[config.mk]
export PLATFORM = sky130hd
export DESIGN_NAME = decode_stage_pipe
export DESIGN_NICKNAME = d
export VERILOG_FILES = /design/src/rtl/decode_pkg.sv /design/src/rtl/decode_ctrl_lut.sv /design/src/rtl/decode_stage_pipe.sv
export SDC_FILE = /design/constraint.sdc
export NUM_CORES = 1
export LEC_CHECK = 0
export BUFFER_PORTS_ARGS = -buffer_cell sky130_fd_sc_hd__buf_4
export CAP_MARGIN = 20
export CORE_ASPECT_RATIO = 1.25
export CORE_MARGIN = 4
export CORE_UTILIZATION = 45
export DETAILED_ROUTE_END_ITERATION = 12
export SETUP_SLACK_MARGIN = 0.1
export SYNTH_ARGS = -nofsm -noshare
export SYNTH_HDL_FRONTEND = slang
export SYNTH_SLANG_ARGS = --single-unit
[constraint.sdc]
create_clock -name clk -period 4.05 [get_ports clk]
set_clock_uncertainty 0.2 [all_clocks]
set_input_delay 0.405 -clock clk [delete_from_list [all_inputs] [get_ports clk]]
set_output_delay 0.405 -clock clk [all_outputs]
set_load 0.05 [all_outputs]
[src/rtl/decode_pkg.sv]
// Shared types for the decode stage: control word layout, opcode and immediate-select encodings.
package decode_pkg;

    typedef struct packed {
        logic       pc_src;
        logic       reg_write;
        logic       mem_write;
        logic       mem_reg;
        logic       alu_src;
        logic       no_write;
        logic       mov_src;
        logic       flag_write;
        logic       branch_taken;
        logic [1:0] alu_ctrl;
        logic [1:0] imm_src;
    } ctrl_t;

    localparam logic [1:0] OP_DP  = 2'b00;
    localparam logic [1:0] OP_MEM = 2'b01;
    localparam logic [1:0] OP_BR  = 2'b10;
    localparam logic [1:0] OP_NOP = 2'b11;

    localparam logic [1:0] IMM_ZX7  = 2'b00;
    localparam logic [1:0] IMM_ZX11 = 2'b01;
    localparam logic [1:0] IMM_SX19 = 2'b10;

endpackage

[src/rtl/decode_ctrl_lut.sv]
// Combinational op/funct -> control word lookup.
module decode_ctrl_lut
    import decode_pkg::*;
(
    input  logic [1:0] op,
    input  logic [3:0] funct,
    output ctrl_t      ctrl
);

    always_comb begin
        ctrl = '0;
        case (op)
            OP_DP: begin
                ctrl.reg_write  = 1'b1;
                ctrl.alu_ctrl   = funct[2:1];
                ctrl.flag_write = funct[0];
                ctrl.alu_src    = funct[3];
                ctrl.imm_src    = IMM_ZX7;
            end
            OP_MEM: begin
                ctrl.alu_src = 1'b1;
                ctrl.imm_src = IMM_ZX11;
                if (funct[0]) begin
                    ctrl.mem_reg   = 1'b1;
                    ctrl.reg_write = 1'b1;
                end else begin
                    ctrl.mem_write = 1'b1;
                end
            end
            OP_BR: begin
                ctrl.pc_src       = 1'b1;
                ctrl.branch_taken = 1'b1;
                ctrl.reg_write    = funct[0];
                ctrl.imm_src      = IMM_SX19;
            end
            default: ctrl.no_write = 1'b1;
        endcase
    end

endmodule

[src/rtl/decode_stage_pipe.sv]
// Decode stage with register file and ID/EX register. Define DECODE_WB_BYPASS_EN to forward
// same-cycle write-back data into operands instead of stalling on the collision.
module decode_stage_pipe
    import decode_pkg::*;
#(
    parameter  int DATA_W   = 22,
    parameter  int REG_CNT  = 16,
    parameter  int LINK_REG = 11,
    localparam int REG_AW   = $clog2(REG_CNT)
) (
    input  logic              clk,
    input  logic              rst,
    input  logic              in_valid,
    output logic              in_ready,
    input  logic [21:0]       instr,
    input  logic [DATA_W-1:0] pc_plus_8,
    input  logic              wb_we,
    input  logic [REG_AW-1:0] wb_addr,
    input  logic [DATA_W-1:0] wb_data,
    input  logic              flush,
    output logic              out_valid,
    input  logic              out_ready,
    output logic [DATA_W-1:0] out_rd1,
    output logic [DATA_W-1:0] out_rd2,
    output logic [DATA_W-1:0] out_imm,
    output logic [REG_AW-1:0] out_dst,
    output ctrl_t             out_ctrl
);

    localparam logic [REG_AW-1:0] LINK_A = REG_AW'(LINK_REG);

    logic [DATA_W-1:0] rf [REG_CNT];

    logic [1:0]        op;
    logic [3:0]        funct;
    logic [REG_AW-1:0] rn, rd, rm, src1, src2, dec_dst;
    logic [DATA_W-1:0] rd1_val, rd2_val, dec_rd1, dec_imm;
    logic              use1, use2, is_link, load_use, collide, hold;
    logic              unused_msb;
    ctrl_t             dec_ctrl;

    assign unused_msb = instr[21];
    assign op    = instr[20:19];
    assign funct = instr[18:15];
    assign rn    = instr[11 +: REG_AW];
    assign rd    = instr[7 +: REG_AW];
    assign rm    = instr[3 +: REG_AW];

    assign src1 = (op == OP_BR) ? LINK_A : rn;
    assign src2 = rm;

    // Which register fields the instruction actually consumes (drives hazard checks).
    assign use1 = (op == OP_DP) || (op == OP_MEM);
    assign use2 = ((op == OP_DP) && !funct[3]) || ((op == OP_MEM) && !funct[0]);

`ifdef DECODE_WB_BYPASS_EN
    assign rd1_val = (wb_we && (wb_addr == src1)) ? wb_data : rf[src1];
    assign rd2_val = (wb_we && (wb_addr == src2)) ? wb_data : rf[src2];
    assign collide = 1'b0;
`else
    assign rd1_val = rf[src1];
    assign rd2_val = rf[src2];
    assign collide = wb_we && ((use1 && (wb_addr == src1)) || (use2 && (wb_addr == src2)));
`endif

    decode_ctrl_lut u_lut (
        .op    (op),
        .funct (funct),
        .ctrl  (dec_ctrl)
    );

    assign is_link = (op == OP_BR) && funct[0];
    assign dec_rd1 = is_link ? pc_plus_8 : rd1_val;
    assign dec_dst = is_link ? LINK_A : rd;

    always_comb begin
        case (dec_ctrl.imm_src)
            IMM_ZX7:  dec_imm = DATA_W'(instr[6:0]);
            IMM_ZX11: dec_imm = DATA_W'(instr[10:0]);
            default:  dec_imm = DATA_W'($signed(instr[18:0]));
        endcase
    end

    assign hold     = out_valid && !out_ready;
    assign load_use = out_valid && out_ctrl.mem_reg &&
                      ((use1 && (out_dst == src1)) || (use2 && (out_dst == src2)));
    assign in_ready = !rst || (!hold && !load_use && !collide);

    always_ff @(posedge clk or negedge rst) begin
        if (!rst) begin
            for (int i = 0; i < REG_CNT; i++) rf[i] <= '0;
        end else if (wb_we) begin
            rf[wb_addr] <= wb_data;
        end
    end

    // Flush beats hold; an empty slot always carries an all-zero control word.
    always_ff @(posedge clk or negedge rst) begin
        if (!rst) begin
            out_valid <= 1'b0;
            out_rd1   <= '0;
            out_rd2   <= '0;
            out_imm   <= '0;
            out_dst   <= '0;
            out_ctrl  <= '0;
        end else if (flush) begin
            out_valid <= 1'b0;
            out_ctrl  <= '0;
        end else if (!hold) begin
            if (in_valid && in_ready) begin
                out_valid <= 1'b1;
                out_rd1   <= dec_rd1;
                out_rd2   <= rd2_val;
                out_imm   <= dec_imm;
                out_dst   <= dec_dst;
                out_ctrl  <= dec_ctrl;
            end else begin
                out_valid <= 1'b0;
                out_ctrl  <= '0;
            end
        end
    end

endmodule

==> results.toml <==
[outcome]
status = "finished, final reports clean"

[final_layout]
register_area_sq_mm = 0.0108
fillers = 4243
syn_to_final_growth_pct = 17.9
mostFrequentLayoutCells = "dfrtp_1 (431), mux2_2 (356), buf_4 (205)"
multi_input_area_sq_mm = 0.0110
nNetsFinal = 1885
finalInstanceArea_sq_mm = 0.0265
drive_above_1_share_pct = 42.4
layout_commonest_cell = "dfrtp_1"
stdcell_count = 2490

[clocking]
cts_sinks = 431
htreeDepth = 2
path_clk_slew_ns = 0.06
worstSkewPairLatency_ns = 0.58
cts_inserted_buffers = 47
cts_buffer_depth = 3
root_buffer = "clkbuf_16"
cts_tree = "built"

[job]
drv_cap = 0

[placed_design]
portBuffers = 158
hpwl_um = 41100
gp_congestion = 0.820
placedInstanceArea_sq_mm = 0.0244
dp.cells = 2364

[routing]
avgRoutedWirePerCell_um = 27.4
ant_nets = 0
via_per_inst = 6.12
firstDrtPassIters = 5
routed-via-count = 15200
route.detailed.drc = 0
drt-total-wl_um = 68200
drt_iter0_markers = 994

[synthesis]
syn-num-nets = 1744
ys_seq_area_share_pct = 48.0
synth.area.top_cells = "dfrtp_1 (48%), mux2_2 (18%), mux4_2 (11%)"
avgSynthCellArea_sq_um = 13.5
ys_seq_elements = 431
synthCells = 1662
ys_async_sr_fraction_pct = 100
yosysTopAreaCell = "dfrtp_1"
syn_area_sq_mm = 0.0225
synth_flop_cell = "dfrtp_1"
synth_cell_type_count = 47
synth_top_area_share_pct = 48.0
yosys_warnings = 0
synth_edf_count = 0

[floorplan]
die_w_um = 208
rows = 91
start_util_pct = 45.4
io_pins = 161
die_h_um = 258
die_area_sq_mm = 0.0536
core_sq_mm = 0.0494

[power]
ir_worst_vdd_v = 0.000462
power.density_mw_per_mm2 = 553
power.total_w = 0.0146
p_leak_nw = 11.5

[timing]
rsz0062_at_grt = "false"
layout_min_cycle_time_ns = 3.81
finalSetupTns_ns = 0
report.final.slew_viol_count = 0
max_freq_mhz = 262
hold_ws_ns = 0.0143
finalCritPeriodShare_pct = 94.2
worstMarginPinSlew_ns = 1.13
relSlewSlack_pct = 24.9
setup_violations = 0
hold_viol = 0

[setup_path]
cpMaxStageDelayCell = "dlygate4sd3_1"
crit_path_max_incr_delay_ns = 0.56
critical_path_arrival_ns = 3.21
critical_path.most_common_cell = "buf_4"
worst_setup_path_start_kind = "input pin"
critPathKind = "in -> out"
critPathCaptureType = "output port"
worstPathRequired_ns = 3.44
path_cells = "dlygate4sd3_1 -> buf_4 -> inv_1 -> ha_4 -> buf_4 -> o21bai_1 -> a32oi_1 -> nor4b_2 -> o41ai_4 -> buf_4 -> buf_4"
worst-path-max-fanout = 22

[grt]
grt_pass1_vias = 16100
antenna_found_initial = 1
grt_max_degree = 162
gr-total-overflow = 0
grt_util_all_layers_pct = 24.9
grt_pass1_wl_um = 103000

[min_path]
hold_path.class = "in -> reg"
[critical path, delay by kind of cell]
family,cells,cell delay [ns]
AOI/OAI and AO/OA,3,0.65
buffers and inverters,6,1.68
adders and majority gates,1,0.34
and+or+nand+nor,1,0.10
[Yosys cell counts (2+ instances only)]
library cell	n
dfrtp_1	431
mux2_2	356
mux2i_1	145
mux4_2	110
clkbuf_1	107
mux2_1	47
nand2_1	47
o221ai_1	45
nor2_1	36
nand2b_1	32
o21ai_0	32
a21oi_1	30
buf_1	29
a31oi_1	25
a21o_1	23
nand3_1	23
a221oi_1	22
o22ai_1	22
buf_2	20
inv_1	18
xnor2_1	9
buf_4	7
ha_1	6
a32o_1	5
nor2b_1	4
nand3b_1	3
xor2_1	3
a32oi_1	2
nor2_2	2
nor3b_1	2
o21bai_1	2
or3_1	2
[flip-flops by register name (all words and copies together), names as in the netlist]
signal,cells
out_dst,4
out_rd2,22
out_rd1,22
out_imm,19
rf,352
out_valid,1
out_ctrl,11
[cell type report]
type                            count  area share [%]
Multi-Input combinational cell   1049            41.6
Sequential cell                   431            40.7
Timing Repair Buffer              256            8.03
Clock buffer                       66            5.21
Tap cell                          651            3.08
Clock inverter                     18            1.04
Inverter                           18           0.255
Antenna cell                        1         0.00945
[report_power, final]
| group | leakage (nW) | internal, W | switching, W | total (W) |
|---|---|---|---|---|
| clock network | 0.817 | 0.00282 | 0.00181 | 0.00462 |
| logic | 5.41 | 0.00190 | 0.00202 | 0.00391 |
| registers | 5.31 | 0.00535 | 0.000757 | 0.00610 |
| total | 11.5 | 0.0101 | 0.00458 | 0.0146 |
[metrics by stage]
stage	setup slack, ns	utilization, %
global placement	0.546	49.4
CTS	0.119	53.6
finish	0.235	53.6
global route	0.124	53.6
floorplan	1.08	-
detailed placement	0.469	49.4
[per-layer routing]
metal / vias to the layer above / share of wire, % / wire (um) / global-route usage, %
li1: 6552 / - / - / -
met1: 8060 / 42 / 28500 / 32.7
met2: 474 / 50 / 33900 / 42.7
met3: 151 / 4.9 / 3310 / 3.91
met4: 0 / 3.6 / 2450 / 8.25
met5: - / 0 / 0 / 0
[kinds of logic (layout without fill, tap and decap cells)]
family                     count (synthesis)  after routing  synth area share (%)
other                                      1              2                0.0167
AOI/OAI and AO/OA                        213            213                  6.71
buffers and inverters                    182            358                  3.28
muxes                                    658            658                  37.7
adders and majority gates                  6              6                 0.334
DFF                                      431            431                  48.0
xor gates and xnor gates                  12             12                 0.468
and+or+nand+nor                          159            159                  3.47
[worst paths after layout]
| path | from | endpoint | slack (ns) | cells after the start |
|---|---|---|---|---|
| worst max-delay path | instr[19] | in_ready | 0.24 | 11 |
| worst min-delay path | pc_plus_8[20] | out_rd1[20]$_DFFE_PN0P_ | 0.01 | 4 |
| worst max register to register | out_dst[3]$_DFFE_PN0P_ | out_rd2[15]$_DFFE_PN0P_ | 1.35 | 7 |
| worst min register to register | out_ctrl[11]$_DFFE_PN0P_ | out_ctrl[11]$_DFFE_PN0P_ | 0.28 | 2 |
| max in group asynchronous | rst | rf[58]$_DFFE_PN0P_ | 2.25 | 3 |
| min in group asynchronous | rst | rf[74]$_DFFE_PN0P_ | 0.12 | 2 |
[timing repair]
action	4_1_cts	5_1_grt
hold endpoints to repair	397	0
hold buffers	41	0
buffers inserted	0	0
setup endpoints to repair	0	1
gates resized for setup	0	1
Note: power is estimated with default switching activity, not from simulation.
